## config.mk

```make
export PLATFORM = sky130hd
export DESIGN_NAME = module_7seg_scan
export DESIGN_NICKNAME = d
export VERILOG_FILES = /design/src/rtl/module_7seg_scan_pkg.sv /design/src/rtl/module_7seg_scan_decoder.sv /design/src/rtl/module_7seg_scan.sv
export SDC_FILE = /design/constraint.sdc
export NUM_CORES = 1
export LEC_CHECK = 0
export ABC_CLOCK_PERIOD_IN_PS = 7890
export CORE_MARGIN = 2
export CORE_UTILIZATION = 61
export DETAILED_ROUTE_END_ITERATION = 8
export PLACE_DENSITY = 0.83
export SYNTH_ARGS = -nofsm -noshare
export SYNTH_HDL_FRONTEND = slang
export SYNTH_HIERARCHICAL = 1
export SYNTH_SLANG_ARGS = --single-unit
```

## constraint.sdc

```tcl
create_clock -name clk -period 7.89 [get_ports clk]
set_input_delay 1.578 -clock clk [delete_from_list [all_inputs] [get_ports clk]]
set_output_delay 1.578 -clock clk [all_outputs]
set_load 0.1 [all_outputs]
```

## src/rtl/module_7seg_scan_pkg.sv

```systemverilog
// Segment glyph table and hex/BCD decode helper shared by the display scanner.
// Segment bit order is [6]=a .. [0]=g, 1 = lit.
package pkg_7seg;

  typedef logic [6:0] seg_t;

  localparam seg_t SEG_0   = 7'h7E;
  localparam seg_t SEG_1   = 7'h30;
  localparam seg_t SEG_2   = 7'h6D;
  localparam seg_t SEG_3   = 7'h79;
  localparam seg_t SEG_4   = 7'h33;
  localparam seg_t SEG_5   = 7'h5B;
  localparam seg_t SEG_6   = 7'h5F;
  localparam seg_t SEG_7   = 7'h70;
  localparam seg_t SEG_8   = 7'h7F;
  localparam seg_t SEG_9   = 7'h7B;
  localparam seg_t SEG_A   = 7'h77;
  localparam seg_t SEG_B   = 7'h1F;
  localparam seg_t SEG_C   = 7'h4E;
  localparam seg_t SEG_D   = 7'h3D;
  localparam seg_t SEG_E   = 7'h4F;
  localparam seg_t SEG_F   = 7'h47;
  localparam seg_t SEG_OFF = 7'h00;

  // A..F render as glyphs only in hex mode; in BCD mode they are blanked.
  function automatic seg_t hex2seg(input logic [3:0] d, input logic hex_mode);
    seg_t r;
    case (d)
      4'h0:    r = SEG_0;
      4'h1:    r = SEG_1;
      4'h2:    r = SEG_2;
      4'h3:    r = SEG_3;
      4'h4:    r = SEG_4;
      4'h5:    r = SEG_5;
      4'h6:    r = SEG_6;
      4'h7:    r = SEG_7;
      4'h8:    r = SEG_8;
      4'h9:    r = SEG_9;
      4'hA:    r = SEG_A;
      4'hB:    r = SEG_B;
      4'hC:    r = SEG_C;
      4'hD:    r = SEG_D;
      4'hE:    r = SEG_E;
      default: r = SEG_F;
    endcase
    if ((d > 4'h9) && !hex_mode) begin
      r = SEG_OFF;
    end
    return r;
  endfunction

endpackage

```

## src/rtl/module_7seg_scan_decoder.sv

```systemverilog
// Combinational nibble-to-segment decoder with a forced-blank input.
// Output is active-high (1 = lit); pin polarity is applied by the caller.
module module_7seg_decoder
  import pkg_7seg::*;
(
  input  logic [3:0] nibble,
  input  logic       hex_mode,
  input  logic       blank,
  output seg_t       seg
);

  assign seg = blank ? SEG_OFF : hex2seg(nibble, hex_mode);

endmodule

```

## src/rtl/module_7seg_scan.sv

```systemverilog
// Time-multiplexed N-digit 7-segment scanner with frame-aligned (tear-free) updates,
// leading-zero blanking, per-digit blink and configurable pin polarity.
module module_7seg_scan
  import pkg_7seg::*;
#(
  parameter int unsigned NUM_DIGITS     = 4,
  parameter int unsigned DIV            = 27000,
  parameter int unsigned BLINK_FRAMES   = 64,
  parameter bit          SEG_ACTIVE_LOW = 1'b0,
  parameter bit          AN_ACTIVE_LOW  = 1'b1
) (
  input  logic                    clk,
  input  logic                    rst,
  input  logic [4*NUM_DIGITS-1:0] data_in,
  input  logic                    data_valid,
  input  logic                    hex_mode,
  input  logic                    lzb_en,
  input  logic [NUM_DIGITS-1:0]   blink_mask,
  output logic [6:0]              seg,
  output logic [NUM_DIGITS-1:0]   an,
  output logic                    frame_done
);

  localparam int unsigned CNT_W = (DIV > 1) ? $clog2(DIV) : 1;
  localparam int unsigned IDX_W = (NUM_DIGITS > 1) ? $clog2(NUM_DIGITS) : 1;
  localparam int unsigned BLK_W = (BLINK_FRAMES > 1) ? $clog2(BLINK_FRAMES) : 1;

  localparam logic [CNT_W-1:0] CNT_MAX = CNT_W'(DIV - 1);
  localparam logic [IDX_W-1:0] IDX_MAX = IDX_W'(NUM_DIGITS - 1);
  localparam logic [BLK_W-1:0] BLK_MAX = BLK_W'(BLINK_FRAMES - 1);

  localparam seg_t                  SEG_POL = {7{SEG_ACTIVE_LOW}};
  localparam seg_t                  SEG_IDLE = SEG_OFF ^ SEG_POL;
  localparam logic [NUM_DIGITS-1:0] AN_IDLE = {NUM_DIGITS{AN_ACTIVE_LOW}};

  logic [CNT_W-1:0]        cnt_q, cnt_d;
  logic [IDX_W-1:0]        idx_q, idx_d;
  logic [BLK_W-1:0]        blk_cnt_q, blk_cnt_d;
  logic                    blink_phase_q, blink_phase_d;
  logic [4*NUM_DIGITS-1:0] active_q, active_d;
  logic [4*NUM_DIGITS-1:0] pend_q, pend_d;
  logic                    pend_vld_q, pend_vld_d;
  seg_t                    seg_q, seg_d;
  logic [NUM_DIGITS-1:0]   an_q, an_d;

  logic                    tick;
  logic [3:0]              cur_nibble;
  logic                    cur_lzb;
  logic                    cur_blink;
  logic                    cur_blank;
  logic [NUM_DIGITS-1:0]   an_onehot;
  logic [NUM_DIGITS-1:0]   lzb_vec;
  logic                    zero_run;
  seg_t                    dec_seg;

  assign tick       = (cnt_q == CNT_MAX);
  assign frame_done = tick && (idx_q == IDX_MAX);

  always_comb begin
    cnt_d = tick ? '0 : cnt_q + CNT_W'(1);
    idx_d = idx_q;
    if (tick) begin
      idx_d = (idx_q == IDX_MAX) ? '0 : idx_q + IDX_W'(1);
    end
  end

  // A digit is a leading zero when it and every more-significant nibble are zero.
  always_comb begin
    zero_run = 1'b1;
    lzb_vec  = '0;
    for (int k = NUM_DIGITS - 1; k >= 0; k--) begin
      zero_run = zero_run & (active_q[4*k +: 4] == 4'h0);
      if (k != 0) begin
        lzb_vec[k] = zero_run;
      end
    end
  end

  always_comb begin
    cur_nibble = 4'h0;
    cur_lzb    = 1'b0;
    cur_blink  = 1'b0;
    an_onehot  = '0;
    for (int i = 0; i < NUM_DIGITS; i++) begin
      if (idx_q == IDX_W'(i)) begin
        cur_nibble   = active_q[4*i +: 4];
        cur_lzb      = lzb_vec[i];
        cur_blink    = blink_mask[i];
        an_onehot[i] = 1'b1;
      end
    end
    cur_blank = (lzb_en && cur_lzb) || (blink_phase_q && cur_blink);
  end

  module_7seg_decoder u_dec (
    .nibble   (cur_nibble),
    .hex_mode (hex_mode),
    .blank    (cur_blank),
    .seg      (dec_seg)
  );

  // The digit under idx_q is committed to the pins at the end of its slot, so a whole
  // frame (digit 0 .. N-1) is drawn from one active word and the swap lands between frames.
  always_comb begin
    seg_d = seg_q;
    an_d  = an_q;
    if (tick) begin
      seg_d = dec_seg ^ SEG_POL;
      an_d  = an_onehot ^ AN_IDLE;
    end
  end

  // A strobe coincident with the frame boundary bypasses pending and supersedes it.
  always_comb begin
    active_d   = active_q;
    pend_d     = pend_q;
    pend_vld_d = pend_vld_q;
    if (frame_done) begin
      if (data_valid) begin
        active_d = data_in;
      end else if (pend_vld_q) begin
        active_d = pend_q;
      end
      pend_vld_d = 1'b0;
    end else if (data_valid) begin
      pend_d     = data_in;
      pend_vld_d = 1'b1;
    end
  end

  always_comb begin
    blk_cnt_d     = blk_cnt_q;
    blink_phase_d = blink_phase_q;
    if (frame_done) begin
      if (blk_cnt_q == BLK_MAX) begin
        blk_cnt_d     = '0;
        blink_phase_d = ~blink_phase_q;
      end else begin
        blk_cnt_d = blk_cnt_q + BLK_W'(1);
      end
    end
  end

  always_ff @(posedge clk or posedge rst) begin
    if (rst) begin
      cnt_q         <= '0;
      idx_q         <= '0;
      blk_cnt_q     <= '0;
      blink_phase_q <= 1'b0;
      active_q      <= '0;
      pend_q        <= '0;
      pend_vld_q    <= 1'b0;
      seg_q         <= SEG_IDLE;
      an_q          <= AN_IDLE;
    end else begin
      cnt_q         <= cnt_d;
      idx_q         <= idx_d;
      blk_cnt_q     <= blk_cnt_d;
      blink_phase_q <= blink_phase_d;
      active_q      <= active_d;
      pend_q        <= pend_d;
      pend_vld_q    <= pend_vld_d;
      seg_q         <= seg_d;
      an_q          <= an_d;
    end
  end

  assign seg = seg_q;
  assign an  = an_q;

endmodule

```

==> results of run 1 <==
-- synth_stat cells, drive strengths merged (2+ instances only) --
cell type / n
a211oi: 5
a21o: 3
a21oi: 6
a221oi: 4
a41oi: 2
and3: 2
buf: 7
clkbuf: 8
dfrtp: 64
dfstp: 4
ha: 11
inv: 10
mux2: 49
mux2i: 2
nand2: 45
nand2b: 2
nand3: 7
nand3b: 3
nand4: 5
nand4bb: 2
nor2: 18
nor2b: 4
nor3: 5
nor4: 5
o21ai: 13
o31ai: 3
or3: 4
or4: 2
xnor2: 8
xor2: 4
-- critical path, stage by stage, from the launching register on --
cell	delay (ns)
dfrtp_1	0.40
ha_1	0.27
nand4_2	0.17
or4_1	0.80
inv_2	0.21
clkdlybuf4s50_1	1.15
-- kinds of logic after synthesis --
kind of cell | after synthesis
AND/OR/NAND/NOR | 107
flip-flops | 68
multiplexers | 52
AO/OA/AOI/OAI | 44
buffers and inverters | 25
XOR/XNOR | 12
adder cells (fa/ha/maj) | 11
-- sequential cells by signal, summed over array words and instances (netlist names) --
register	cells
cnt_q	15
blk_cnt_q	6
pend_q	16
blink_phase_q	1
seg	7
idx_q	2
pend_vld_q	1
active_q	16
an	4
-- per-layer routing --
| metal | track usage | up-vias |
|---|---|---|
| met3 | 0.04944 | 19 |
| met1 | 0.3249 | 1225 |
| met4 | 0.1305 | 0 |
| met5 | 0 | - |
| met2 | 0.4042 | 59 |
| li1 | - | 1210 |
-- layout make-up --
class / count / area (um^2)
Sequential cell: 68 / 1707
Clock buffer: 11 / 141.4
Inverter: 10 / 37.54
Clock inverter: 5 / 75.07
Timing Repair Buffer: 40 / 390.4
Tap cell: 72 / 90.09
Multi-Input combinational cell: 226 / 1722
Fill cell: 378 / 1411
-- metrics by stage --
step / power [mW] / std cells / cell area, um^2 / hold slack [ns] / util
final: 0.7446 / 432 / 4163 / 0.4734 / 0.7468
after global routing: 0.7718 / 432 / 4163 / 0.5085 / 0.7468
after CTS: 0.7485 / 432 / 4163 / 0.4753 / 0.7468
after detailed placement: 0.4346 / 416 / 3946 / 0.4619 / 0.7080
after global placement: 0.4316 / 416 / 3946 / 0.4581 / 0.7080
after floorplan: 0.4118 / 319 / 3565 / 0.4508 / -
-- power breakdown --
| group | internal [mW] | switching (mW) |
|---|---|---|
| clock | 0.185 | 0.132 |
| combinational | 0.0353 | 0.0261 |
| sequential | 0.360 | 0.00672 |
| total | 0.580 | 0.164 |
-- worst paths after layout --
path / start / endpoint
min in group asynchronous: rst / pend_q[7]
min: seg[3] / seg[3]
min reg2reg: seg[3] / seg[3]
max reg2reg: idx_q[0] / seg[3]
max: cnt_q[0] / frame_done
max in group asynchronous: rst / seg[2]
==> impl_metrics.prom, run 1 <==
# TYPE chip_impl_metric gauge
chip_impl_metric{name="worst-endpoint-arrival",unit="ns"} 3.35
chip_impl_info{name="crit_path_start_kind",value="flip-flop"} 1
chip_impl_metric{name="post_synth_fa_ha_maj_area_fraction",unit=""} 0.03861
chip_impl_metric{name="syn_nets",unit=""} 355
chip_impl_metric{name="tritoncts.num_buffers",unit=""} 9
chip_impl_metric{name="grt_antenna_before_repair",unit=""} 0
chip_impl_metric{name="fmaxAchievable",unit="GHz"} 0.2031
chip_impl_metric{name="finalWorstPathRequiredPeriod",unit="ns"} 4.923
chip_impl_info{name="worstSetupPathType",value="flip-flop to primary output"} 1
chip_impl_metric{name="antenna-diode-count",unit=""} 0
chip_impl_info{name="hold_class",value="flip-flop to flip-flop"} 1
chip_impl_metric{name="synth-edff-count",unit=""} 0
chip_impl_metric{name="yosysWarnings",unit=""} 6
chip_impl_metric{name="clk_latency",unit="ns"} 0.35
chip_impl_metric{name="vias_in_the_first_global_route",unit=""} 2510
chip_impl_metric{name="core",unit="mm^2"} 0.005574
chip_impl_metric{name="yosys.area_share.xor_xnor",unit=""} 0.02948
chip_impl_metric{name="vias_per_cell",unit=""} 5.817
chip_impl_metric{name="cellLeakagePower",unit="nW"} 1.765
chip_impl_metric{name="worst-path-max-fanout",unit=""} 8
chip_impl_info{name="largest_family_of_logic_cells_by_synthesized_area",value="multiplexers"} 1
chip_impl_metric{name="drive_gt1_frac",unit=""} 0.2194
chip_impl_metric{name="area_growth",unit="%"} 16.78
chip_impl_metric{name="relSlewSlack",unit=""} 0.3451
chip_impl_metric{name="synthesis.area_per_instance",unit="um^2"} 11.17
chip_impl_metric{name="post-cts-setup-buffers",unit=""} 0
chip_impl_metric{name="detailedPlace.worstSlack",unit="ns"} 3.328
chip_impl_metric{name="skew",unit="ns"} 0.008452
chip_impl_info{name="layout_commonest_cell",value="dfrtp_1"} 1
chip_impl_info{name="synth_top_flop_cell",value="dfrtp_1"} 1
chip_impl_metric{name="final_worst_path_cycle_share",unit=""} 0.6240
chip_impl_metric{name="post_drt_wl_per_cell",unit="um"} 16.09
chip_impl_metric{name="start_util",unit=""} 0.6395
chip_impl_metric{name="route.vias.total",unit=""} 2513
chip_impl_metric{name="drtIter0Drc",unit=""} 143
chip_impl_info{name="outcome",value="finished, final reports clean"} 1
chip_impl_metric{name="power_density",unit="mW/mm^2"} 178.9
chip_impl_metric{name="yosysUniqueCellTypes",unit=""} 52
chip_impl_metric{name="timing_worst_slew_pin_value",unit="ns"} 0.9793
chip_impl_info{name="cts_tree",value="yes"} 1
chip_impl_metric{name="yosysSeqAreaShare",unit=""} 0.4788
chip_impl_metric{name="clkTransAtPathRegs",unit="ns"} 0.07
chip_impl_metric{name="hold_path_depth",unit=""} 2
chip_impl_metric{name="final-max-slew-violation-count",unit=""} 0
chip_impl_metric{name="ios",unit=""} 37
chip_impl_metric{name="dieWidth",unit="um"} 80.45
chip_impl_info{name="most-common-layout-cells",value="64 x dfrtp_1, 44 x nand2_1, 38 x mux2_2, 36 x clkdlybuf4s50_1, 17 x nor2_1"} 1
chip_impl_metric{name="cts_resized",unit=""} 0
chip_impl_metric{name="final_hold_viol_count",unit=""} 0
chip_impl_info{name="top_layer_in_use",value="met4"} 1
chip_impl_metric{name="cts-htree-levels",unit=""} 3
chip_impl_metric{name="overall_fraction_of_global_route_tracks_in_use",unit=""} 0.2522
chip_impl_metric{name="largest_net_degree_at_the_start_of_global_routing",unit=""} 69
chip_impl_metric{name="post_synthesis_compound_gate_area_fraction",unit=""} 0.08249
chip_impl_metric{name="drc",unit=""} 0
chip_impl_metric{name="setup_viol_count_final",unit=""} 0
chip_impl_metric{name="detailroute.wirelength.met2",unit="um"} 3366
chip_impl_info{name="endpoint_kind",value="primary output"} 1
chip_impl_metric{name="cts_sinks",unit=""} 68
chip_impl_metric{name="floorplan.die_area",unit="mm^2"} 0.006471
chip_impl_metric{name="synth-seq-cells",unit=""} 68
chip_impl_metric{name="wl_met3",unit="um"} 253
chip_impl_metric{name="hpwl",unit="um"} 4817
chip_impl_metric{name="globalRouteOverflowTotal",unit=""} 0
chip_impl_metric{name="critical_path_required",unit="ns"} 6.31
chip_impl_metric{name="max-cap-violations",unit=""} 0
chip_impl_metric{name="first_pass_grt_wire_length",unit="um"} 12140
chip_impl_metric{name="postCtsHoldBufs",unit=""} 0
chip_impl_metric{name="post-synth-top-area-fraction",unit=""} 0.4493
chip_impl_metric{name="yosys.area_share.simple",unit=""} 0.1551
chip_impl_metric{name="finalNetCount",unit=""} 391
chip_impl_metric{name="wirelength",unit="um"} 6953
chip_impl_metric{name="globalplace.congestion",unit=""} 0.8590
chip_impl_metric{name="vdd.ir_drop.worst",unit="mV"} 0.1483
chip_impl_metric{name="fin_setup_tns",unit="ns"} 0
chip_impl_metric{name="synth.cell_area",unit="mm^2"} 0.003565
chip_impl_metric{name="postRouteAntennaNets",unit=""} 0
chip_impl_metric{name="m1WireLength",unit="um"} 3162
chip_impl_metric{name="r2r.worst_path.cells",unit=""} 12
chip_impl_metric{name="drt_pre_antenna_iters",unit=""} 4
chip_impl_info{name="netlist.top_cell.by_area",value="dfrtp_1"} 1
chip_impl_info{name="rsz0062_at_grt",value="no"} 1
chip_impl_info{name="cts-root-buf",value="clkbuf_8"} 1
chip_impl_metric{name="reg2reg_slack",unit="ns"} 4.68
chip_impl_metric{name="post_synth_mux_area_share",unit=""} 0.1773
chip_impl_metric{name="postSynthCellCount",unit=""} 319
chip_impl_metric{name="post_synthesis_async_set_or_reset_flop_share",unit=""} 1.000
chip_impl_metric{name="std_cell_rows",unit=""} 27
chip_impl_metric{name="chipHeight",unit="um"} 80.45
chip_impl_info{name="synth.area.top_cells",value="dfrtp_1 45%, mux2_2 12%, nand2_1 4.6%"} 1
chip_impl_metric{name="cts.path.max_buffers",unit=""} 2
chip_impl_metric{name="post-route-worst-setup-slack",unit="ns"} 2.967
chip_impl_metric{name="port_buffers",unit=""} 36
Note: power is estimated with default switching activity, not from simulation.
==> run 2, diff against run 1 <==
Settings changed: ABC_CLOCK_PERIOD_IN_PS 7890 to 4380, CORE_UTILIZATION 61 to 51, PLACE_DENSITY 0.83 to 0.74.
Clock period 7.89 ns to 4.38 ns, I/O delays scaled along.
==> impl_metrics.prom, run 2 (same netlist as run 1, synthesis figures left out) <==
# TYPE chip_impl_metric gauge
chip_impl_metric{name="sw_power",unit="mW"} 0.2917
chip_impl_metric{name="wirelength",unit="um"} 6964
chip_impl_metric{name="cts_resized",unit=""} 0
chip_impl_metric{name="route.vias.total",unit=""} 2481
chip_impl_info{name="critPathLaunch",value="cnt_q[0]"} 1
chip_impl_metric{name="timing_worst_slew_pin_value",unit="ns"} 0.9849
chip_impl_metric{name="fmaxAchievable",unit="GHz"} 0.2962
chip_impl_info{name="reg_top3",value="active_q: 16 flops, pend_q: 16 flops, cnt_q: 15 flops"} 1
chip_impl_metric{name="vias_per_cell",unit=""} 5.441
chip_impl_metric{name="power_density",unit="mW/mm^2"} 330.1
chip_impl_info{name="endpoint_kind",value="primary output"} 1
chip_impl_metric{name="floorplan.die_area",unit="mm^2"} 0.007675
chip_impl_info{name="r2r-start",value="idx_q[0]"} 1
chip_impl_metric{name="drive_gt1_frac",unit=""} 0.2250
chip_impl_metric{name="cts_sinks",unit=""} 68
chip_impl_metric{name="regArea",unit="mm^2"} 0.001707
chip_impl_metric{name="core",unit="mm^2"} 0.006794
chip_impl_info{name="critical_path_slowest_stage_cell",value="or4_1"} 1
chip_impl_info{name="cell_by_cell_listing_of_the_critical_path",value="ha_1, nand4_2, or4_1, inv_2, buf_4"} 1
chip_impl_metric{name="cts.path.max_buffers",unit=""} 2
chip_impl_metric{name="p_int",unit="mW"} 1.101
chip_impl_metric{name="dieWidth",unit="um"} 87.61
chip_impl_metric{name="setup_viol_count_final",unit=""} 0
chip_impl_metric{name="largest_net_degree_at_the_start_of_global_routing",unit=""} 42
chip_impl_metric{name="drtIter0Drc",unit=""} 99
chip_impl_metric{name="globalplace.congestion",unit=""} 0.8376
chip_impl_info{name="most-common-layout-cells",value="64 x dfrtp_1, 44 x nand2_1, 38 x mux2_2, 35 x clkdlybuf4s50_1, 17 x nor2_1"} 1
chip_impl_info{name="hold_class",value="flip-flop to flip-flop"} 1
chip_impl_metric{name="cp_slowest_stage_delay",unit="ns"} 0.80
chip_impl_metric{name="worst-endpoint-arrival",unit="ns"} 2.50
chip_impl_metric{name="cellLeakagePower",unit="nW"} 1.780
chip_impl_metric{name="relSlewSlack",unit=""} 0.3414
chip_impl_metric{name="clkTransAtPathRegs",unit="ns"} 0.07
chip_impl_metric{name="port_buffers",unit=""} 36
chip_impl_info{name="cts-root-buf",value="clkbuf_8"} 1
chip_impl_metric{name="reg2reg_slack",unit="ns"} 1.32
chip_impl_info{name="layout_commonest_cell",value="dfrtp_1"} 1
chip_impl_metric{name="drc",unit=""} 0
chip_impl_metric{name="postCtsHoldBufs",unit=""} 0
chip_impl_info{name="holdCritStartpoint",value="seg[3]"} 1
chip_impl_metric{name="clk_latency",unit="ns"} 0.35
chip_impl_metric{name="max-cap-violations",unit=""} 0
chip_impl_info{name="outcome",value="finished, final reports clean"} 1
chip_impl_metric{name="stdcell_area",unit="mm^2"} 0.004219
chip_impl_metric{name="cts-htree-levels",unit=""} 3
chip_impl_metric{name="vias_in_the_first_global_route",unit=""} 2463
chip_impl_metric{name="hpwl",unit="um"} 4841
chip_impl_metric{name="area_of_the_multi_input_gates",unit="mm^2"} 0.001722
chip_impl_metric{name="finalWorstPathRequiredPeriod",unit="ns"} 3.376
chip_impl_metric{name="total_power",unit="mW"} 1.393
chip_impl_info{name="worstSetupPathType",value="flip-flop to primary output"} 1
chip_impl_metric{name="fillers",unit=""} 564
chip_impl_metric{name="final_hold_viol_count",unit=""} 0
chip_impl_metric{name="final-max-slew-violation-count",unit=""} 0
chip_impl_metric{name="post_dp_cell_area",unit="mm^2"} 0.003981
chip_impl_info{name="cts_tree",value="yes"} 1
chip_impl_metric{name="skew",unit="ns"} 0.01282
chip_impl_metric{name="area_growth",unit="%"} 18.36
chip_impl_metric{name="worst-path-max-fanout",unit=""} 8
chip_impl_metric{name="ios",unit=""} 37
chip_impl_metric{name="post-cts-setup-buffers",unit=""} 0
chip_impl_metric{name="start_util",unit=""} 0.5247
chip_impl_metric{name="drt_pre_antenna_iters",unit=""} 4
chip_impl_metric{name="pwr-share-seq",unit=""} 0.474
chip_impl_metric{name="fin_setup_tns",unit="ns"} 0
chip_impl_metric{name="tritoncts.num_buffers",unit=""} 9
chip_impl_metric{name="final_worst_path_cycle_share",unit=""} 0.7708
chip_impl_metric{name="std_cell_rows",unit=""} 30
chip_impl_metric{name="power.share.clock",unit=""} 0.446
chip_impl_metric{name="chipHeight",unit="um"} 87.61
chip_impl_metric{name="first_pass_grt_wire_length",unit="um"} 11830
chip_impl_metric{name="utilization",unit=""} 0.6210
chip_impl_metric{name="post_drt_wl_per_cell",unit="um"} 15.27
chip_impl_metric{name="globalRouteOverflowTotal",unit=""} 0
chip_impl_metric{name="finalNetCount",unit=""} 392
chip_impl_info{name="rsz0062_at_grt",value="no"} 1
chip_impl_metric{name="antenna-diode-count",unit=""} 0
chip_impl_metric{name="critical_path_required",unit="ns"} 3.50
chip_impl_metric{name="vdd.ir_drop.worst",unit="mV"} 0.1816
chip_impl_metric{name="grt_antenna_before_repair",unit=""} 0
chip_impl_metric{name="power.switching_fraction",unit=""} 0.2095
chip_impl_metric{name="overall_fraction_of_global_route_tracks_in_use",unit=""} 0.2043
chip_impl_metric{name="comb_power_frac",unit=""} 0.080
chip_impl_metric{name="postRouteAntennaNets",unit=""} 0
chip_impl_info{name="crit_path_start_kind",value="flip-flop"} 1
==> run 2: cell count changes in the layout (fill, tap and decap cells not counted) <==
cell / previous run / this run
buf_4: 4 / 6
bufinv_16: 2 / 3
clkbuf_1: 1 / 0
clkdlybuf4s50_1: 36 / 35
clkinv_2: 3 / 2
==> run 2: worst max-delay path, delay by kind of cell, from the launching register on <==
| kind | cells | cell delay, ns |
|---|---|---|
| adders and majority gates | 1 | 0.26 |
| buffers and inverters | 2 | 0.54 |
| DFF | 1 | 0.39 |
| and+or+nand+nor | 2 | 0.96 |
==> run 2: layout make-up <==
cell class	count	share of cell area
clock buffer	10	0.03262
clock inverter	5	0.02372
inverter	10	0.008897
multi-input combinational	226	0.4081
sequential	68	0.4045
tap	96	0.02847
timing repair buffer	41	0.09371
==> run 2: power groups by stage <==
stage | Combinational, mW | Sequential (mW) | Clock [mW]
final | 0.111 | 0.660 | 0.622
after global placement | 0.109 | 0.670 | 0
after CTS | 0.113 | 0.659 | 0.634
after detailed placement | 0.112 | 0.671 | 0
after floorplan | 0.0743 | 0.668 | 0
after global routing | 0.123 | 0.662 | 0.660
==> run 2: path summary, 6_finish.rpt <==
kind                              endpoint  depth (start not counted)
min in group asynchronous        pend_q[6]                          2
worst min register to register      seg[3]                          2
worst max register to register      seg[0]                         11
max in group asynchronous            an[3]                          3
worst min-delay path                seg[3]                          2
worst max-delay path            frame_done                          5
==> run 2: metrics by stage <==
step	hold slack [ns]	instances	setup slack [ns]
global route	0.4950	456	0.8625
global placement	0.4604	441	1.424
CTS	0.4786	456	0.9688
floorplan	0.4508	319	1.676
finish	0.4713	456	1.004
detailed placement	0.4616	441	1.354
==> run 2: routing by layer <==
layer | track usage | part of all wire | vias to the layer above
met5 | 0 | 0 | -
met4 | 0.09790 | 0.022 | 0
met3 | 0.03959 | 0.035 | 10
met2 | 0.3313 | 0.47 | 48
met1 | 0.2646 | 0.47 | 1210
li1 | - | - | 1213
